[config.mk]
export PLATFORM = sky130hd
export DESIGN_NAME = cam_writer
export DESIGN_NICKNAME = d
export VERILOG_FILES = /design/src/rtl/cam_pkg.sv /design/src/rtl/cam_prio_enc.sv /design/src/rtl/cam_writer.sv
export SDC_FILE = /design/constraint.sdc
export NUM_CORES = 1
export LEC_CHECK = 0
export CORE_AREA = 2 2 174 176
export CTS_BUF_LIST = sky130_fd_sc_hd__clkbuf_2
export DETAILED_ROUTE_END_ITERATION = 12
export DIE_AREA = 0 0 176 178
export DONT_BUFFER_PORTS = 1
export PLACE_DENSITY = 0.44
export SKIP_LAST_GASP = 1
export SLEW_MARGIN = 20
export SYNTH_ARGS = -nofsm -noshare
export SYNTH_HDL_FRONTEND = slang
export SYNTH_SLANG_ARGS = --single-unit
[constraint.sdc]
create_clock -name clk -period 6.1 [get_ports clk]
set_clock_uncertainty 0.1 [all_clocks]
set_input_delay 0.61 -clock clk [delete_from_list [all_inputs] [get_ports clk]]
set_output_delay 0.61 -clock clk [all_outputs]
set_load 0.005 [all_outputs]
[src/rtl/cam_pkg.sv]
// Shared CAM definitions: default geometry plus the command, response and
// controller state encodings used by both the writer and the lookup CAM.
package cam_pkg;

   localparam int CAM_DEPTH = 8;
   localparam int CAM_WIDTH = 16;

   typedef enum logic [1:0] {
      OP_NOP    = 2'd0,
      OP_INSERT = 2'd1,
      OP_DELETE = 2'd2,
      OP_CLEAR  = 2'd3
   } cam_op_e;

   typedef enum logic [1:0] {
      STAT_OK   = 2'd0,
      STAT_DUP  = 2'd1,
      STAT_FULL = 2'd2,
      STAT_MISS = 2'd3
   } cam_status_e;

   typedef enum logic [1:0] {
      IDLE = 2'd0,
      EXEC = 2'd1,
      CLR  = 2'd2,
      RESP = 2'd3
   } cam_state_e;

endpackage

[src/rtl/cam_prio_enc.sv]
// Lowest-index priority encoder: reports the smallest set bit position of vec
// and whether any bit was set at all.
module cam_prio_enc #(
   parameter int N  = 8,
   parameter int AW = $clog2(N)
) (
   input  logic [N-1:0]  vec,
   output logic [AW-1:0] idx,
   output logic          found
);

   // Scanning from the top down lets the lowest set bit overwrite the others.
   always_comb begin
      idx   = '0;
      found = 1'b0;
      for (int i = N - 1; i >= 0; i--) begin
         if (vec[i]) begin
            idx   = AW'(i);
            found = 1'b1;
         end
      end
   end

endmodule

[src/rtl/cam_writer.sv]
// Write-side CAM controller: owns entry storage and valid bits, and executes
// insert/delete/clear commands one at a time with a single response each.
module cam_writer
   import cam_pkg::*;
#(
   parameter int DEPTH = CAM_DEPTH,
   parameter int WIDTH = CAM_WIDTH,
   parameter int AW    = $clog2(DEPTH)
) (
   input  logic                   clk,
   input  logic                   rst_n,
   input  logic                   cmd_valid,
   output logic                   cmd_ready,
   input  logic [1:0]             cmd_op,
   input  logic [WIDTH-1:0]       cmd_data,
   output logic                   rsp_valid,
   output logic [1:0]             rsp_status,
   output logic [AW-1:0]          rsp_addr,
   output logic [DEPTH*WIDTH-1:0] entry_data,
   output logic [DEPTH-1:0]       entry_valid,
   output logic [AW:0]            count,
   output logic                   full,
   output logic                   empty
);

   localparam logic [AW:0]   FULL_COUNT = (AW+1)'(DEPTH);
   localparam logic [AW-1:0] LAST_IDX   = AW'(DEPTH - 1);

   cam_state_e       state;
   cam_op_e          op_q;
   logic [WIDTH-1:0] key_q;
   logic [AW-1:0]    sweep_idx;
   logic [WIDTH-1:0] entries [DEPTH];

   logic [DEPTH-1:0] match_vec;
   logic [AW-1:0]    hit_idx;
   logic             hit_found;
   logic [AW-1:0]    free_idx;
   logic             free_found;

   for (genvar g = 0; g < DEPTH; g++) begin : g_flatten
      assign entry_data[g*WIDTH +: WIDTH] = entries[g];
   end

   // Stale data behind a cleared valid bit must never produce a hit.
   always_comb begin
      match_vec = '0;
      for (int i = 0; i < DEPTH; i++) begin
         match_vec[i] = entry_valid[i] && (entries[i] == key_q);
      end
   end

   cam_prio_enc #(.N(DEPTH), .AW(AW)) u_hit_enc (
      .vec   (match_vec),
      .idx   (hit_idx),
      .found (hit_found)
   );

   cam_prio_enc #(.N(DEPTH), .AW(AW)) u_free_enc (
      .vec   (~entry_valid),
      .idx   (free_idx),
      .found (free_found)
   );

   assign cmd_ready = (state == IDLE);
   assign full      = (count == FULL_COUNT);
   assign empty     = (count == '0);

   always_ff @(posedge clk) begin
      if (!rst_n) begin
         state       <= IDLE;
         op_q        <= OP_NOP;
         key_q       <= '0;
         sweep_idx   <= '0;
         rsp_valid   <= 1'b0;
         rsp_status  <= STAT_OK;
         rsp_addr    <= '0;
         entry_valid <= '0;
         count       <= '0;
         for (int i = 0; i < DEPTH; i++) begin
            entries[i] <= '0;
         end
      end else begin
         case (state)
            IDLE: begin
               if (cmd_valid) begin
                  op_q      <= cam_op_e'(cmd_op);
                  key_q     <= cmd_data;
                  sweep_idx <= '0;
                  state     <= (cam_op_e'(cmd_op) == OP_CLEAR) ? CLR : EXEC;
               end
            end
            EXEC: begin
               state      <= RESP;
               rsp_valid  <= 1'b1;
               rsp_status <= STAT_OK;
               rsp_addr   <= '0;
               case (op_q)
                  OP_INSERT: begin
                     if (hit_found) begin
                        rsp_status <= STAT_DUP;
                        rsp_addr   <= hit_idx;
                     end else if (!free_found) begin
                        rsp_status <= STAT_FULL;
                     end else begin
                        entries[free_idx]     <= key_q;
                        entry_valid[free_idx] <= 1'b1;
                        count                 <= count + (AW+1)'(1);
                        rsp_addr              <= free_idx;
                     end
                  end
                  OP_DELETE: begin
                     if (hit_found) begin
                        entry_valid[hit_idx] <= 1'b0;
                        count                <= count - (AW+1)'(1);
                        rsp_addr             <= hit_idx;
                     end else begin
                        rsp_status <= STAT_MISS;
                     end
                  end
                  default: ;
               endcase
            end
            // One entry per cycle; count is only dropped once the sweep completes.
            CLR: begin
               entry_valid[sweep_idx] <= 1'b0;
               entries[sweep_idx]     <= '0;
               if (sweep_idx == LAST_IDX) begin
                  count      <= '0;
                  state      <= RESP;
                  rsp_valid  <= 1'b1;
                  rsp_status <= STAT_OK;
                  rsp_addr   <= '0;
               end else begin
                  sweep_idx <= sweep_idx + AW'(1);
               end
            end
            RESP: begin
               rsp_valid <= 1'b0;
               state     <= IDLE;
            end
            default: state <= IDLE;
         endcase
      end
   end

endmodule

## After elaboration in Yosys (flattened, before gate mapping)

Memory sizes are Yosys's and may differ from the RTL's.
Index checks and enable logic that the tools add are counted.

| storage, ports and cells | value |
|---|---|
| flip-flop bits (word level) | 41 |
| memory bits (writable) | 128 |
| input bits | 21 |
| output and inout port bits | 149 |
| word-level logic and storage cells | 159 |
| memories kept | 1 |

| operators by class | value |
|---|---|
| add/sub/neg operators | 3 |
| $lt $le $gt $ge | 6 |
| equal/unequal tests | 23 |
| muxes and demuxes | 86 |
| bitwise logic cells | 6 |
| reductions and logical operators | 25 |

Memory list:

| memory | words | width | read ports | clocked after memory_dff | wr ports | RTL line | text |
|---|---|---|---|---|---|---|---|
| entries | 8 | 16 | 8 | 0 | 8 | cam_writer.sv:33 | `logic [WIDTH-1:0] entries [DEPTH];` |

Operators with widths:

| kind | number |
|---|---|
| $eq 16x16->1 | 8 |
| $mux 3 | 24 |
| $mux 1 | 32 |
| $mux 16 | 2 |
| $pmux 8 s2 | 2 |
| $reduce_or 16->1 | 2 |
| $mux 8 | 3 |
| $not 8->8 | 3 |
| $pmux 3 s2 | 3 |
| $and 8x8->8 | 2 |
| $mux 4 | 4 |
| $pmux 4 s2 | 2 |
| $mux 2 | 7 |
| $lt 3x4->1 const B | 3 |
| $logic_and 1x1->1 | 11 |
| $demux 1 s3 | 3 |
| $ge 3x1->1 const B | 3 |
| $ne 3x3->1 const B | 3 |
| $eq 2x2->1 const B | 4 |
| $or 8x8->8 | 1 |
| $pmux 2 s2 | 2 |
| $pmux 2 s4 | 1 |
| $reduce_and 2->1 | 4 |
| $ne 2x2->1 const B | 3 |
| 15 further kinds | 17 |

## Depth between registers and ports, before layout

| logic depth | value |
|---|---|
| word-level depth | 19 |
| depth in mapped cells | 11 |
| mapped depth without buffers | 9 |

## Cells and area by module

Synthesis repeated with hierarchy kept, for this count alone.

| unflattened totals | value |
|---|---|
| cells, all modules | 791 |
| area, all modules | 8410.6 um^2 |

By module, submodules not included:

| module | instances | cells each | area an instance (um^2) | sequential area each (um^2) |
|---|---|---|---|---|
| cam_writer | 1 | 765 | 8250.4 | 4664.5 |
| cam_prio_enc | 2 | 13 | 80.1 | 0.0 |

## Worst setup path after synthesis

No wires, ideal clock.

| path | value |
|---|---|
| path type | register -> register |
| start | register key_q[3] |
| end | memory entries[0][0] (netlist bit) (enable) |
| arrival time | 2578 ps |
| required time | 5636 ps |
| setup slack | 3058 ps |
| stages on the path, launching flop included | 12 |
| buffers on the path | 2 |
| period minus slack after synthesis | 3042 ps |
| cells stage by stage | dfxtp_1 buf_4 xor2_1 nor4_1 nand4_1 o22ai_1 nor4_4 a22oi_1 nor2_1 nand2_1 clkbuf_1 nand2_1 |

RTL lines:

| what | RTL line | text |
|---|---|---|
| start, declared | cam_writer.sv:31 | `logic [WIDTH-1:0] key_q;` |
| start signal, assigned | cam_writer.sv:88 | `key_q <= cmd_data;` |
| end, declared | cam_writer.sv:33 |  |

==> impl_metrics.ini <==
[logic_synthesis]
async_reset_ff_frac = 0
yosys.area.top_type = edfxtp_1
synth_seq_cells = 169
yosys-top-cells-area = edfxtp_1 (44%), xor2_1 (12%), dfxtp_1 (9.5%)
synth_top_area_frac = 0.4433
syn-cell-area_um2 = 8671
yosys_warnings = 0
ys.flop_type = edfxtp_1
synth_common_cells = nor2_1 (159), edfxtp_1 (128), xor2_1 (119), nand2_1 (104), dfxtp_1 (41)
synth_edf_count = 128
seq_area_frac_synth = 0.5380
syn-num-nets = 867
synth_most_common_cell = nor2_1
syn_inst = 835
avgSynthCellArea_um2 = 10.38
synth_cell_type_count = 65

[power]
ir_drop_uv = 130.5
power.leakage_uw = 0.003480
power_density_nw_per_um2 = 311.7

[global_routing]
antenna_found_initial = 1
grt.total_usage = 0.1991
grt_pass1_wl_um = 44630
grt_max_degree = 29
grt_overflow_total = 0
grt_pass1_vias = 6227

[critical_path]
critPathRequiredTime_ps = 6380
reg2reg_to = entries[3][7]$_SDFFCE_PN0P_
r2r_setup_slack_ps = 1630
critPathSlowestCell = dfxtp_1
path_delay_family = simple AND/OR/NAND/NOR gates
crit_type = reg2reg
rr_worst_depth = 9
start_kind = register
endpoint = entries[3][7]$_SDFFCE_PN0P_
cp-end-kind = register
cp_data_arrival_time_ps = 4740
crit_top_cell = nand2_1
path_depth = 9
r2r_start = key_q[5]$_SDFFE_PN0P_
crit_path_start = key_q[5]$_SDFFE_PN0P_
cp_num_buf_inv = 0
path_max_fanout = 17
crit_chain = xor2_1, nor4_1, nand4_1, o22ai_1, nor4_4, a32oi_1, nor2_1, nand2_1, nand2_1
cpPeakStageDelay_ps = 740

[die]
die_h_um = 178
core-area_um2 = 29400
die-area_um2 = 31330
boundaryPins = 170
start_util = 0.2949
row_count = 63
die_w_um = 176

[timing]
slew_headroom = 0.4701
fmax_mhz = 223.9
fin_setup_tns_ps = 0
whs_ps = 286.1
layout_min_cycle_time_ps = 4466
slew_violations = 0
tightest_slew_ps = 787.5
finalCritPeriodShare = 0.7321
rsz0062_at_grt = no
hold_viol_final = 0
setup_viol = 0

[place]
dp.final_hpwl_um = 23680
portBuffers = 0
place.gp.congestion = 0.8384

[final_layout]
drive_gt1_frac = 0.06125
areaGrowthSynthToFinish_pct = 8.240
nFillCells = 3086
nets = 868

[clock_tree]
htreeDepth = 4
clock_tree.root_cell = clkbuf_2
cts_sinks = 169
clock_path_buffers = 2
clkLatencyLatePin_ps = 800
cts_tree = built
clk_pin_slew_ps = 340
cts_buffers = 17

[worst_hold_path]
min_path_type = in2reg
min_from = cmd_valid

[route]
drt_iter0_drc = 503
drc = 0
ant_nets = 0
wl_per_cell_um = 24.99
drt-total-wl_um = 30980
viasPerCell = 5.005
via_count = 6206
first_pass_iters = 7

[run]
cap_violations = 0

[outcome]
status = finished clean
## where the power goes
| group | total [uW] | switching, uW | internal, uW |
|---|---|---|---|
| Combinational | 746 | 498 | 248 |
| Clock | 663 | 514 | 149 |
| Sequential | 1520 | 190 | 1330 |
## metal layers
layer | share of wire | global-route usage | vias to the layer above
met1 | 0.39 | 0.2332 | 3075
met5 | 0 | 0 | -
li1 | - | - | 2901
met3 | 0.095 | 0.07779 | 24
met2 | 0.50 | 0.3453 | 206
met4 | 0.015 | 0.04408 | 0
## per-stage QoR
| stage | instances | utilization | setup WS [ps] | instance area [um^2] | power (uW) |
|---|---|---|---|---|---|
| finish | 1240 | 0.3192 | 1634 | 9385 | 2925 |
| global route | 1240 | 0.3192 | 1261 | 9385 | 3083 |
| CTS | 1239 | 0.3191 | 1639 | 9383 | 2945 |
| detailed placement | 1186 | 0.3028 | 1715 | 8902 | 2273 |
| global placement | 1186 | 0.3028 | 1769 | 8902 | 2278 |
| floorplan | 835 | - | 3058 | 8671 | 2030 |
## worst min-delay path: stages
cell and delay [ps]:
and2_1 350, nand2_1 160, a21oi_1 50
## worst min-delay path by stage
stage,endpoint,slack (ps),cells past startpoint
floorplan,rsp_status[0]$_SDFFE_PN0P_,350,2
global placement,op_q[0]$_SDFFE_PN0P_,370,2
detailed placement,op_q[0]$_SDFFE_PN0P_,370,2
CTS,op_q[1]$_SDFFE_PN0P_,240,3
global route,key_q[15]$_SDFFE_PN0P_,240,3
finish,op_q[0]$_SDFFE_PN0P_,290,3
## sequential cells by signal, indices dropped and copies added (netlist names)
register     cells
count            4
entries        128
entry_valid      8
key_q           16
op_q             2
rsp_addr         3
rsp_status       2
rsp_valid        1
state            2
sweep_idx        3
## layout by cell type, fill, tap and decap left out, types with 5 or more instances in the layout
cell	netlist	layout
nor4bb_1	5	5
nor2_1	159	159
o21ai_0	15	15
ha_1	10	10
nor4_1	25	25
dfxtp_1	41	41
o31ai_1	5	5
nor2b_1	7	7
nand3_1	7	7
clkbuf_2	0	17
edfxtp_1	128	128
xor2_1	119	119
a21oi_1	39	39
dlygate4sd3_1	0	21
o211ai_1	8	8
nand2_1	104	104
nor3_1	16	16
nand4_1	10	10
xnor2_1	9	9
inv_1	16	16
## layout make-up
class                           count  area (um^2)  area share
Clock buffer                       17        85.08    0.009065
Multi-Input combinational cell    605         3652      0.3891
Inverter                           18        67.56    0.007199
Clock inverter                     15        185.2     0.01973
Sequential cell                   169         4664      0.4970
Timing Repair Buffer               25        240.2     0.02560
Tap cell                          390        488.0     0.05199
Antenna cell                        1        2.502   0.0002666
## logic make-up after synthesis
group / after synthesis / synth area share
XOR/XNOR: 130 / 0.1330
adder cells (fa/ha/maj): 11 / 0.01674
AO/OA/AOI/OAI: 105 / 0.08211
flip-flops: 169 / 0.5380
buffers and inverters: 61 / 0.04084
AND/OR/NAND/NOR: 355 / 0.1841
multiplexers: 4 / 0.005194
## what timing repair did
item,in CTS,in global routing
endpoints found under the hold margin,33,0
hold buffers,21,0
resized for setup,0,0
setup buffers,0,0
Power figures use the tool's default switching activity.
